### config.mk
export PLATFORM = sky130hd
export DESIGN_NAME = segment_7
export DESIGN_NICKNAME = d
export VERILOG_FILES = /design/src/rtl/segment_7.sv
export SDC_FILE = /design/constraint.sdc
export NUM_CORES = 1
export LEC_CHECK = 0
export ABC_AREA = 0
export BUFFER_PORTS_ARGS = -buffer_cell sky130_fd_sc_hd__buf_2
export CAP_MARGIN = 20
export CORE_AREA = 2 2 39 41
export CTS_CLUSTER_SIZE = 30
export DETAILED_ROUTE_END_ITERATION = 16
export DIE_AREA = 0 0 41 43
export SLEW_MARGIN = 5
export SYNTH_ARGS = -nofsm -noshare
export SYNTH_HDL_FRONTEND = slang
export SYNTH_SLANG_ARGS = --single-unit
### constraint.sdc
create_clock -name clk -period 0.9 [get_ports clk]
set_input_delay 0.045 -clock clk [delete_from_list [all_inputs] [get_ports clk]]
set_output_delay 0.045 -clock clk [all_outputs]
set_load 0.05 [all_outputs]
### src/rtl/segment_7.sv
`default_nettype none
// ============================================================================
// Module   : segment_7
// Purpose  : Registered 3-bit binary to seven-segment decoder with lamp-test
//            and blanking, polarity selectable for common anode/cathode.
// Revision : 1.0 - initial release
// ============================================================================
module segment_7 #(
  parameter bit ACTIVE_LOW = 1'b0
) (
  input  logic       clk,
  input  logic       rst,
  input  logic [2:0] binary,
  input  logic       blank,
  input  logic       lamp_test,
  output logic [0:6] segmentcode,
  output logic       valid
);

  // Polarity mask; XOR-ing the logical pattern gives the pin drive.
  localparam logic [0:6] c_pol_mask = ACTIVE_LOW ? 7'b1111111 : 7'b0000000;
  localparam logic [0:6] c_all_on   = 7'b1111111;
  localparam logic [0:6] c_all_off  = 7'b0000000;

  logic [0:6] w_decoded;
  logic [0:6] w_logical;
  logic [0:6] r_segmentcode;
  logic       r_valid;

  always_comb begin
    w_decoded = c_all_off;
    case (binary)
      3'd0: w_decoded = 7'b1111110;
      3'd1: w_decoded = 7'b0110000;
      3'd2: w_decoded = 7'b1101101;
      3'd3: w_decoded = 7'b1111001;
      3'd4: w_decoded = 7'b0110011;
      3'd5: w_decoded = 7'b1011011;
      3'd6: w_decoded = 7'b1011111;
      3'd7: w_decoded = 7'b1110000;
      default: w_decoded = c_all_off;
    endcase
  end

  always_comb begin
    w_logical = w_decoded;
    if (lamp_test) begin
      w_logical = c_all_on;
    end else if (blank) begin
      w_logical = c_all_off;
    end
  end

  always_ff @(posedge clk) begin
    if (rst) begin
      r_segmentcode <= c_all_off ^ c_pol_mask;
      r_valid       <= 1'b0;
    end else begin
      r_segmentcode <= w_logical ^ c_pol_mask;
      r_valid       <= 1'b1;
    end
  end

  assign segmentcode = r_segmentcode;
  assign valid       = r_valid;

endmodule
`default_nettype wire

==> flow_summary.toml <==
[status]
outcome = "completed"

[setup_path]
startpoint_type = "flop"
cp_max_fo = 1
critPathLaunch = "segmentcode[4]"
crit_family = "flip-flops"
path_buf_inv = 1
arrival_ps = 800
path_class = "reg2out"
critPathSlowestCell = "dfxtp_1"
path_cells = "buf_2"
endpoint_kind = "output port"
slowest_delay_ps = 300
critPathRequiredTime_ps = 850

[grt]
antenna_found_initial = 0
gr-usage-all-layers_pct = 9.01
grtUsageMet2_pct = 12.8
grt_pass1_vias = 295
grt_max_degree = 9
grt-ovfl-total = 0
top_usage_layer = "met2"
use_met1_pct = 9.87
grt_pass1_wl_mm = 1.06
grtUsageMet3_pct = 3.14

[pwr]
p_per_area_nw_per_um2 = 1820
total_power_w = 0.000845
vdd_drop_max_mv = 0.356
p_leak_nw = 0.240

[worst_hold_path]
hold_class = "in2reg"
holdPathStages = 2
hp-start = "rst"
min_to = "segmentcode[1]"

[sta]
final-setup-viol-count = 0
finalCritPeriodShare_pct = 93.4
final_max_slew_viol_count = 0
worstMarginPinSlew_ps = 248
setup_tns_ps = 0
min_period_ps = 841
slew_headroom_pct = 83.6
fmax_mhz = 1190
final_hold_viol_count = 0
rsz0062_at_grt = "false"

[detailed_routing]
drcViolationCount = 0
dr.first_iter.drc_count = 2
post_drt_wl_per_cell_um = 8.18
vias = 303
vias_per_cell = 4.21
drt_pass1_iterations = 5
wirelength_um = 589
ant_nets = 0

[synthesis]
synthesis.instances = 39
yosysSeqAreaShare_pct = 45.2
synth_top_family_by_area = "adder cells"
synth_top_area_cell = "dfxtp_1"
syn_area_sq_um = 354
synthXorXnorAreaFrac_pct = 0
netlist.area_leader.share_pct = 45.2
ys_seq_elements = 8
synth_warnings = 0
synth-adder-area-share_pct = 17.7
synthTopCellsByArea = "dfxtp_1 (45%), ha_1 (18%), a21oi_1 (7.1%)"
syn_nets = 51
yosys.area_share.simple_pct = 12.7
synth_compound_area_share_pct = 15.9
syn_avg_cell_area_sq_um = 9.08
synth_mux_area_share_pct = 0
synthDistinctLibCells = 12

[cells_and_area]
final_area_sq_um = 465
diodes = 0
instances_no_fill = 72
nets = 70
final_layout_size_suffix_gt1_share_pct = 33.9
syn_to_final_growth_pct = 31.4

[placement]
io_buffers = 14
placed_area_sq_um = 440
hpwl_um = 510
place_inst = 69
gp_congestion = 0.770

[die]
initial_core_util_pct = 25.6
core.rowCount = 14
chipHeight_um = 43
floorplan.die_area_sq_um = 1760
io_pins = 15
coreArea_sq_um = 1380
fp.dieW_um = 41

[clock_tree]
clock_sinks = 8
clkSlewWorstSetupHoldPaths_ps = 50
cts_tree = "yes"
htree_levels = 1
cts_setup_buffers = 0
clk_path_buf_depth = 2
cts_root_buffer = "clkbuf_4"
numCtsBuffers = 3

[run]
max_cap_viol_count = 0
## metal layers
| metal | wire length (um) | part of all wire, % |
|---|---|---|
| met5 | 0 | 0 |
| met4 | 0 | 0 |
| met3 | 59 | 10 |
| met2 | 256 | 43 |
| met1 | 272 | 46 |
## cell families after synthesis
logic type | count (synthesis)
AOI/OAI and AO/OA | 10
adders and majority gates | 5
buffers and inverters | 6
DFF | 8
and+or+nand+nor | 10
## flip-flops by register name, indices dropped and copies added, names as in the netlist
name	flops
valid	1
segmentcode	7
## through the flow
step / hold slack, ps / utilization, % / setup slack [ps]
3_3_place_gp: 282 / 31.8 / 14.8
3_5_place_dp: 270 / 31.8 / 8.41
4_1_cts: 12.4 / 33.5 / 46.0
6_report: 19.8 / 33.6 / 59.4
5_1_grt: 13.7 / 33.6 / 1.49
2_1_floorplan: 117 / - / 203
## layout by cell type, fill, tap and decap left out
| master | n |
|---|---|
| dfxtp_1 | 8 |
| o21a_1 | 1 |
| a21oi_2 | 1 |
| or2_1 | 1 |
| nor3_1 | 4 |
| inv_1 | 5 |
| nor2_1 | 4 |
| buf_2 | 13 |
| o21ai_0 | 3 |
| clkbuf_4 | 4 |
| nand2_1 | 1 |
| ha_1 | 5 |
| a21oi_1 | 5 |
| buf_4 | 1 |
## power by group
| group | switching (W) | internal [W] | leakage, nW |
|---|---|---|---|
| clock | 0.0000990 | 0.000151 | 0.0138 |
| sequential | 0.00000496 | 0.000382 | 0.0672 |
| combinational | 0.000152 | 0.0000570 | 0.159 |
| total | 0.000255 | 0.000590 | 0.240 |
## cells in the mapped netlist
cell / count
o21a_1: 1
nand2_1: 1
inv_1: 5
o21ai_0: 3
a21oi_1: 5
ha_1: 5
buf_6: 1
nor2_1: 4
or2_1: 1
a21oi_2: 1
nor3_1: 4
dfxtp_1: 8
## worst max path at each step
stage | to | slack [ps] | depth (start not counted)
after global placement | segmentcode[3] | 10 | 5
after global routing | valid | 1 | 1
after detailed placement | segmentcode[3] | 8 | 5
after CTS | segmentcode[4] | 50 | 1
final | segmentcode[4] | 60 | 1
after floorplan | segmentcode[3] | 200 | 4
## area by class of cell
| class | instances | area, sq um |
|---|---|---|
| timing repair buffer | 15 | 80.1 |
| sequential | 8 | 160 |
| fill | 154 | 918 |
| multi-input combinational | 25 | 164 |
| clock buffer | 3 | 22.5 |
| tap | 16 | 20.0 |
| inverter | 5 | 18.8 |
## repair_timing
action                                  4_1_cts  5_1_grt
gates resized for setup                       0        1
endpoints found under the hold margin         0        0
endpoints found under the setup margin        0        1
hold buffers                                  0        0
No activity file was read; power rests on OpenSTA's default activity.
